**src/rtl/fp_res_pkg.sv**
```systemverilog
// Shared types for the FP result collector: flag indices, entry layout and NaN helpers.
package fp_res_pkg;

  localparam int IO_IDX = 4;
  localparam int DZ_IDX = 3;
  localparam int OF_IDX = 2;
  localparam int UF_IDX = 1;
  localparam int I_IDX  = 0;

  typedef logic [4:0] fp_flags_t;

  typedef struct packed {
    logic        sel;
    logic [31:0] r;
    fp_flags_t   flags;
  } fp_res_entry_t;

  localparam logic [31:0] CANON_NAN = 32'h7FC0_0000;

  // Exponent all ones with a nonzero mantissa; infinities are excluded.
  function automatic logic is_nan(input logic [31:0] r);
    return (r[30:23] == 8'hFF) && (r[22:0] != 23'd0);
  endfunction

  function automatic logic [31:0] canon_nan(input logic [31:0] r);
    return is_nan(r) ? CANON_NAN : r;
  endfunction

endpackage

```
**src/rtl/fp_res_fifo.sv**
```systemverilog
// Generic in-order circular buffer: storage, wrapping rd/wr pointers and occupancy count.
module fp_res_fifo #(
  parameter int  DEPTH   = 4,
  parameter type entry_t = logic [7:0]
) (
  input  logic                   clk,
  input  logic                   arst,
  input  logic                   push,
  input  logic                   pop,
  input  entry_t                 wr_data,
  output entry_t                 rd_data,
  output logic [$clog2(DEPTH):0] count
);

  localparam int AW = $clog2(DEPTH);
  localparam int CW = AW + 1;

  entry_t        mem [DEPTH];
  logic [AW-1:0] wr_ptr;
  logic [AW-1:0] rd_ptr;

  // Pointers are exactly log2(DEPTH) wide, so +1 wraps from DEPTH-1 to 0 on its own.
  always_ff @(posedge clk) begin
    if (!arst) begin
      wr_ptr <= '0;
      rd_ptr <= '0;
      count  <= '0;
      for (int i = 0; i < DEPTH; i++) begin
        mem[i] <= '0;
      end
    end else begin
      if (push) begin
        mem[wr_ptr] <= wr_data;
        wr_ptr      <= wr_ptr + AW'(1);
      end
      if (pop) begin
        rd_ptr <= rd_ptr + AW'(1);
      end
      case ({push, pop})
        2'b10:   count <= count + CW'(1);
        2'b01:   count <= count - CW'(1);
        default: count <= count;
      endcase
    end
  end

  assign rd_data = mem[rd_ptr];

endmodule

```
**src/rtl/fp_result_collector.sv**
```systemverilog
// Buffers FP mul/div results in a FIFO and keeps sticky fflags and overrun status.
// Optional build macro FP_RES_NAN_CANON_EN canonicalises stored NaN results.
module fp_result_collector
  import fp_res_pkg::*;
#(
  parameter int DEPTH = 4
) (
  input  logic                   clk,
  input  logic                   arst,
  input  logic                   in_valid,
  input  logic                   in_sel,
  input  logic [31:0]            in_r,
  input  logic [4:0]             in_flags,
  output logic                   in_ready,
  output logic                   out_valid,
  output logic [31:0]            out_r,
  output logic                   out_sel,
  output logic [4:0]             out_flags,
  input  logic                   out_ready,
  output logic [4:0]             fflags,
  input  logic                   fflags_clr,
  output logic                   overrun,
  output logic [$clog2(DEPTH):0] count
);

  localparam int CW = $clog2(DEPTH) + 1;
  localparam logic [CW-1:0] FULL_CNT = CW'(DEPTH);

  // Handshake: a transfer happens on any edge where valid && ready. The producer
  // side never stalls the core; a strobe seen with in_ready low is dropped and
  // flagged as overrun. The consumer side holds the head stable until popped.
  logic          push;
  logic          pop;
  logic          drop;
  fp_res_entry_t wr_entry;
  fp_res_entry_t rd_entry;
  logic [31:0]   stored_r;
  fp_flags_t     push_flags;

  assign in_ready  = (count != FULL_CNT);
  assign out_valid = (count != '0);
  assign push      = in_valid && in_ready;
  assign pop       = out_valid && out_ready;
  assign drop      = in_valid && !in_ready;

`ifdef FP_RES_NAN_CANON_EN
  assign stored_r = canon_nan(in_r);
`else
  assign stored_r = in_r;
`endif

  assign wr_entry = '{sel: in_sel, r: stored_r, flags: in_flags};

  fp_res_fifo #(
    .DEPTH   (DEPTH),
    .entry_t (fp_res_entry_t)
  ) u_fifo (
    .clk     (clk),
    .arst    (arst),
    .push    (push),
    .pop     (pop),
    .wr_data (wr_entry),
    .rd_data (rd_entry),
    .count   (count)
  );

  assign out_r     = rd_entry.r;
  assign out_sel   = rd_entry.sel;
  assign out_flags = rd_entry.flags;

  assign push_flags = push ? in_flags : '0;

  // Flags accrue at push time; a clear in the same cycle keeps the new push's flags
  // and a coincident drop still sets overrun.
  always_ff @(posedge clk) begin
    if (!arst) begin
      fflags  <= '0;
      overrun <= 1'b0;
    end else if (fflags_clr) begin
      fflags  <= push_flags;
      overrun <= drop;
    end else begin
      fflags  <= fflags | push_flags;
      overrun <= overrun | drop;
    end
  end

endmodule

```
**config.mk**
```make
export PLATFORM = sky130hd
export DESIGN_NAME = fp_result_collector
export DESIGN_NICKNAME = d
export VERILOG_FILES = /design/src/rtl/fp_res_pkg.sv /design/src/rtl/fp_res_fifo.sv /design/src/rtl/fp_result_collector.sv
export SDC_FILE = /design/constraint.sdc
export NUM_CORES = 1
export LEC_CHECK = 0
export BUFFER_PORTS_ARGS = -buffer_cell sky130_fd_sc_hd__buf_2
export CAP_MARGIN = 15
export CORE_ASPECT_RATIO = 1.75
export CORE_MARGIN = 2
export CORE_UTILIZATION = 25
export CTS_CLUSTER_DIAMETER = 80
export DETAILED_ROUTE_END_ITERATION = 16
export SLEW_MARGIN = 30
export SYNTH_ARGS = -nofsm -noshare
export SYNTH_HDL_FRONTEND = slang
export SYNTH_SLANG_ARGS = --single-unit
```
**constraint.sdc**
```tcl
create_clock -name clk -period 6.5 [get_ports clk]
set_input_delay 1.3 -clock clk [delete_from_list [all_inputs] [get_ports clk]]
set_output_delay 1.3 -clock clk [all_outputs]
set_load 0.01 [all_outputs]
```
### Word level (Yosys, flattened, before mapping)

Memories as Yosys holds them, arrays and structs flattened. A register that Yosys moved wholly into a read port is not among the register bits.
Cells that the tools add are included.

| storage, ports and cells | value |
|---|---|
| register bits | 13 |
| RAM bits | 152 |
| input port bits | 43 |
| output and inout port bits | 49 |
| memories | 1 |

Memories:

| name | words | bits a word | rd ports | clocked after memory_dff | wr ports | line | source |
|---|---|---|---|---|---|---|---|
| u_fifo.mem | 4 | 38 | 1 | 1 | 4 | fp_res_fifo.sv:18 | `entry_t mem [DEPTH];` |

| operators by class | value |
|---|---|
| $add $sub $neg | 4 |
| equality and inequality tests | 3 |
| multiplexer cells | 13 |
| bitwise logic cells | 2 |
| reductions and logical operators | 7 |

Operators with widths:

| kind | count |
|---|---|
| 2-to-1 mux 38 bit | 1 |
| OR reduction 38 bit | 1 |
| 2-to-1 mux 5 bit | 2 |
| 2-to-1 mux 1 bit | 6 |
| 2-to-1 mux 2 bit | 3 |
| case mux 3 bit (2 select lines) | 1 |
| OR 5 bit | 1 |
| adder 2 x 1 -> 2 bit (second input constant) | 2 |
| adder 3 x 1 -> 3 bit (second input constant) | 1 |
| logical AND 1 bit | 3 |
| != test 3 bit (second input constant) | 1 |
| nonzero test 3 bit | 1 |
| subtractor 3 x 1 -> 3 bit (second input constant) | 1 |
| == test 2 x 1 -> 1 bit (second input constant) | 1 |
| == test 2 bit (second input constant) | 1 |
| nonzero test 2 bit | 1 |
| zero test 1 bit | 1 |
| OR 1 bit | 1 |

### Longest topological paths before layout

Gate-level depths: netlist of run 1.

| depth | value |
|---|---|
| depth after elaboration | 7 |
| depth in mapped cells | 9 |
| depth with buffers taken out | 9 |

### By module

A second synthesis of run 1 with hierarchy kept.

| unflattened totals | value |
|---|---|
| cells, all modules | 439 |
| area total of the unflattened synthesis | 7230.7 um2 |

Modules (own cells, without submodules):

| module | instances | cells an instance | area each (um2) |
|---|---|---|---|
| fp_res_fifo | 1 | 415 | 6967.9 |
| fp_result_collector | 1 | 24 | 262.8 |

### Worst setup path before layout of run 1

OpenSTA, ideal clock, no wires.

| timing | value |
|---|---|
| kind | input port to flip-flop |
| start | input port in_valid |
| end | memory u_fifo.mem[1][0] (netlist bit) (enable) |
| arrival | 4.110 ns |
| data required time | 6.014 ns |
| slack | 1.904 ns |
| stages | 2 |
| path buffers | 0 |
| cells stage by stage | nand3_1 > o21ai_0 |

RTL lines:

| item | line | source |
|---|---|---|
| start: declaration | fp_result_collector.sv:10 | `input logic in_valid,` |
| end: declaration | fp_res_fifo.sv:18 |  |

==> results of run 1 <==
[synth_stat cells (2+ instances only)]
| master | n | area [um^2] |
|---|---|---|
| clkbuf_2 | 3 | 15.0 |
| edfxtp_1 | 152 | 4560 |
| buf_2 | 8 | 40.0 |
| and2_1 | 156 | 976 |
| dfxtp_1 | 15 | 300 |
| o21ai_0 | 5 | 25.0 |
| inv_1 | 5 | 18.8 |
| mux4_2 | 38 | 856 |
| or3_1 | 2 | 12.5 |
| a32o_1 | 5 | 50.1 |
| buf_6 | 2 | 22.5 |
| nor2b_1 | 3 | 18.8 |
| nand2_1 | 4 | 15.0 |
| nand2b_1 | 3 | 18.8 |
| clkbuf_1 | 13 | 48.8 |
| xnor2_1 | 3 | 26.3 |
[worst max-delay path, delay by kind of cell (launching register included)]
kind | cells | cell delay [ns]
buffers and inverters | 1 | 0.16
muxes | 1 | 0.64
DFF | 1 | 0.88
[cells by family after synthesis]
logic type               Yosys count  share of synthesized area (%)
buffers and inverters             33                           2.12
AO/OA/AOI/OAI                     15                           1.60
AND/OR/NAND/NOR                  174                           15.7
XOR/XNOR                           4                          0.487
adder cells (fa/ha/maj)            2                          0.452
multiplexers                      39                           12.0
flip-flops                       167                           67.6
[stage by stage]
step	utilization, %	instance area [um^2]	worst slack, ns
3_3_place_gp	28.4	8090	2.85
6_report	30.5	8700	3.04
4_1_cts	30.5	8700	2.93
3_5_place_dp	28.4	8090	2.83
5_1_grt	30.5	8700	2.89
2_1_floorplan	-	7190	1.90
[power by group]
group / internal (mW) / total (mW) / leakage (nW) / switching [mW]
Sequential: 1.30 / 1.41 / 1.71 / 0.110
Clock: 0.611 / 1.04 / 0.291 / 0.428
Combinational: 0.312 / 0.605 / 1.22 / 0.293
Total: 2.23 / 3.06 / 3.22 / 0.831
[flip-flops by register name (all words and copies together) (netlist names), named ones only]
register       cells
u_fifo.count       3
u_fifo.mem       152
fflags             5
u_fifo.wr_ptr      2
u_fifo.rd_ptr      2
overrun            1
[path summary, 6_finish.rpt]
path	to	slack (ns)
min reg2reg	fflags[1]$_SDFF_PN0_	0.51
max reg2reg	u_fifo.count[2]$_SDFFE_PN0P_	3.96
min	fflags[1]$_SDFF_PN0_	0.51
max	out_flags[2]	3.04
[cell usage in the layout, fill, tap and decap left out, drive strengths merged, types with 2 or more instances in the layout]
master      n
a32o        5
and2      156
buf        98
bufinv      3
clkbuf     19
clkinv      3
clkinvlp    2
dfxtp      15
diode       3
edfxtp    152
inv        11
mux4       38
nand2       4
nand2b      3
nor2b       3
nor4b       2
o21ai       5
or3         2
xnor2       3
[layout make-up]
class / count / area (um^2) / area share (%)
inverters: 6 / 22.5 / 0.259
well taps: 378 / 473 / 5.43
diodes: 3 / 7.51 / 0.0862
multi-input cells: 234 / 2220 / 25.5
repair buffers: 98 / 508 / 5.84
flip-flops and latches: 167 / 4870 / 55.9
clock inverters: 13 / 170 / 1.95
clock buffers: 19 / 433 / 4.97
[routing by layer]
metal / share of wire (%) / GRT usage [%] / vias to the layer above
li1: - / - / 1782
met1: 39 / 11.6 / 1918
met2: 55 / 20.5 / 82
met3: 3.4 / 2.51 / 25
met4: 2.9 / 5.88 / 2
met5: 0.069 / 0 / -
==> results.cfg, run 1 <==
[placed_design]
gp_congestion = 0.723
port_buffers = 91
dp_cells = 883
dp_hpwl_um = 9330

[floorplan]
dieWidth_um = 132
die_h_um = 228
initial_core_util_pct = 25.2
core_um2 = 28500
rows = 82
die_area_um2 = 30200
io_pins = 92

[cells_and_area]
nFillCells = 2877
drive_gt1_share_pct = 33.1
fin_cells = 918
syn2layout_area_growth_pct = 21.0
final_nets = 569

[sta]
hold_viol = 0
min_period_ns = 3.46
whs_ns = 0.505
skew_ns = 0.00852
tightest_slew_ns = 0.922
slew_headroom_pct = 38.5
setup_viol_count_final = 0
period_share_pct = 53.3
finalMaxSlewViolations = 0
fin_tns_setup_ns = 0
fmax_mhz = 289
grt_setup_unrepaired = false

[logic_synthesis]
async_flop_share_pct = 0
yosys_register_bits = 167
ys_types = 33
ys.flop_type = edfxtp_1
yosysSeqAreaShare_pct = 67.6
synth_warnings = 0
synth_edf_count = 152
syn-instance-count = 434
synth_nets = 479
syn-cell-area_um2 = 7190
synth_area_per_cell_um2 = 16.6

[worst_setup_path]
cp_slowest_cell = dfxtp_4
worstSetupPathType = register to output port
critPathMaxStageDelay_ns = 0.88
crit_chain = mux4_2 -> buf_2
rr_worst_depth = 9
crit_required_ns = 5.20
cp_max_fo = 38
cp_data_arrival_time_ns = 2.16
crit_path_start_kind = register
endpoint_kind = output port
r2r_start = u_fifo.count[2]$_SDFFE_PN0P_

[clock_network]
postCtsHoldBufs = 0
clkSinkCount = 167
clock_latency_ns = 0.43
cts_tree = yes
cts.root.buffer_cell = clkbuf_16
cts_resized = 0
cts.path.max_buffers = 2
numCtsBuffers = 17
path_clk_slew_ns = 0.07
post_cts_buffers = 0
htreeDepth = 4

[detailed_routing]
dr.pass1.iters = 4
wl_per_cell_um = 17.5
drt_iter0_drc = 176
vias = 3809
avgViaCountPerCell = 4.15
finalWirelength_um = 16000
drcViolationCount = 0
drtAntennaViolNets = 0

[hold_path]
min_path_cells = 1
hold_start = fflags[1]$_SDFF_PN0_
holdCritPathClass = register to register

[grt]
grt_pass1_vias = 4143
grt_max_degree = 44
grt_first_pass_wirelength_um = 24700
grt_usage_pct = 11.1
gr-total-overflow = 0
antenna_found_initial = 4

[outcome]
outcome = finished clean

[power]
power_density_nw_per_um2 = 351
power_mw = 3.06
p_leak_nw = 3.22
peakVddDrop_mv = 0.166

[job]
drv_cap = 0
Power figures use the tool's default switching activity.
==> run 2, diff against run 1 <==
clock period = 3.3 ns   (was 6.5 ns; I/O delays follow)
==> run 2 against run 1 <==
Via count grew 1.3%. Register-to-register slack lost 3.1 ns. Power grew 94%. First-iteration DRC count grew 32%. Sequential power grew 94%. Sequential share of layout area shrank 0.52 points. Clock skew grew 0.00094 ns. Design area grew 0.93%. Sequential cell count is the same. Critical path depth grew 1. Largest cell class unchanged.
==> results.cfg, run 2 (same netlist as run 1, synthesis figures left out) <==
[outcome]
outcome = finished clean

[floorplan]
dieWidth_um = 132
io_pins = 92
initial_core_util_pct = 25.2
core_um2 = 28500
die_area_um2 = 30200
rows = 82
die_h_um = 228

[cells_and_area]
seqCellArea_um2 = 4870
final_cell_mix = 156 x and2_1, 152 x edfxtp_1, 91 x buf_2, 38 x mux4_2, 17 x clkbuf_16
postLayoutCoreUtil_pct = 30.8
top_regs = u_fifo.mem: 152 flops, fflags: 5 flops, u_fifo.count: 3 flops
fin_cells = 922
largest_reg_flops = 152
drive_gt1_share_pct = 34.1
multi_input_area_um2 = 2220
syn2layout_area_growth_pct = 22.1
regMostFlops = u_fifo.mem
design_area_um2 = 8790
nFillCells = 2884
mostFrequentLayoutCell = and2_1
final_nets = 574

[placed_design]
gp_congestion = 0.703
pre_cts_slack_ns = 0.837
placed_cell_area_um2 = 8210
port_buffers = 91
dp_hpwl_um = 9800
dp_cells = 888

[power]
power_density_nw_per_um2 = 676
power_mw = 5.94
p_leak_nw = 3.25
peakVddDrop_mv = 0.295

[grt]
antenna_found_initial = 4
grt_max_degree = 44
grt_pass1_vias = 4215
grt_usage_pct = 11.1
grt_first_pass_wirelength_um = 24500
gr-total-overflow = 0

[worst_setup_path]
crit_required_ns = 2.64
worstSetupPathType = register to output port
endpoint_kind = output port
crit_path_start_kind = register
cp_max_fo = 24
cp_data_arrival_time_ns = 2.09

[sta]
min_period_ns = 2.75
whs_ns = 0.502
timing.final.ws_setup_ns = 0.547
fin_tns_setup_ns = 0
grt_setup_unrepaired = false
tightest_slew_ns = 0.725
hold_viol = 0
finalMaxSlewViolations = 0
period_share_pct = 83.4
skew_ns = 0.00945
setup_viol_count_final = 0
fmax_mhz = 363
slew_headroom_pct = 51.5

[job]
drv_cap = 0

[clock_network]
cts_tree = yes
post_cts_buffers = 0
path_clk_slew_ns = 0.07
clkSinkCount = 167
clock_latency_ns = 0.44
htreeDepth = 4
cts_resized = 0
cts.path.max_buffers = 2
postCtsHoldBufs = 0
numCtsBuffers = 17
cts.root.buffer_cell = clkbuf_16

[detailed_routing]
wl_per_cell_um = 17.5
drcViolationCount = 0
drt_iter0_drc = 232
finalWirelength_um = 16100
vias = 3859
avgViaCountPerCell = 4.19
dr.pass1.iters = 4
drtAntennaViolNets = 0

[hold_path]
holdCritPathClass = input port to register
-- run 2: cell types whose count changed in the layout (fill, tap and decap cells not counted), sizes merged --
cell and change:
clkinvlp +3, inv -2, bufinv -2, diode -1, buf +5, clkinv +1
-- run 2: final cells by class --
cell class / instances / share of cell area, %
antenna: 2 / 0.0570
clock buffer: 19 / 5.16
clock inverter: 13 / 1.38
inverter: 6 / 0.256
multi-input combinational: 234 / 25.3
sequential: 167 / 55.4
tap: 378 / 5.38
timing repair buffer: 103 / 7.06
-- run 2: power breakdown --
group	leakage (nW)	internal [mW]	switching (mW)
logic	1.27	0.656	0.629
registers	1.71	2.57	0.172
clock network	0.268	1.08	0.834
-- run 2: path summary, 6_finish.rpt --
kind | slack, ns | to | cells past startpoint | from
worst max-delay path | 0.55 | out_flags[2] | 3 | register
worst min-delay path | 0.50 | fflags[1]$_SDFF_PN0_ | 2 | in_flags[1]
worst max register to register | 0.85 | u_fifo.count[2]$_SDFFE_PN0P_ | 9 | u_fifo.count[2]$_SDFFE_PN0P_
worst min register to register | 0.50 | fflags[0]$_SDFF_PN0_ | 1 | fflags[0]$_SDFF_PN0_
-- run 2: critical path, cell delays in order (launching register included) --
cell     delay, ns
dfxtp_4       0.70
buf_12        0.25
mux4_2        0.54
buf_2         0.16
-- run 2: metal layers --
| layer | global-route usage (%) | part of all wire, % | vias up |
|---|---|---|---|
| met2 | 19.7 | 54 | 81 |
| li1 | - | - | 1796 |
| met4 | 6.28 | 3.2 | 4 |
| met3 | 3.02 | 4.4 | 30 |
| met1 | 11.9 | 38 | 1948 |
| met5 | 0 | 0.14 | - |
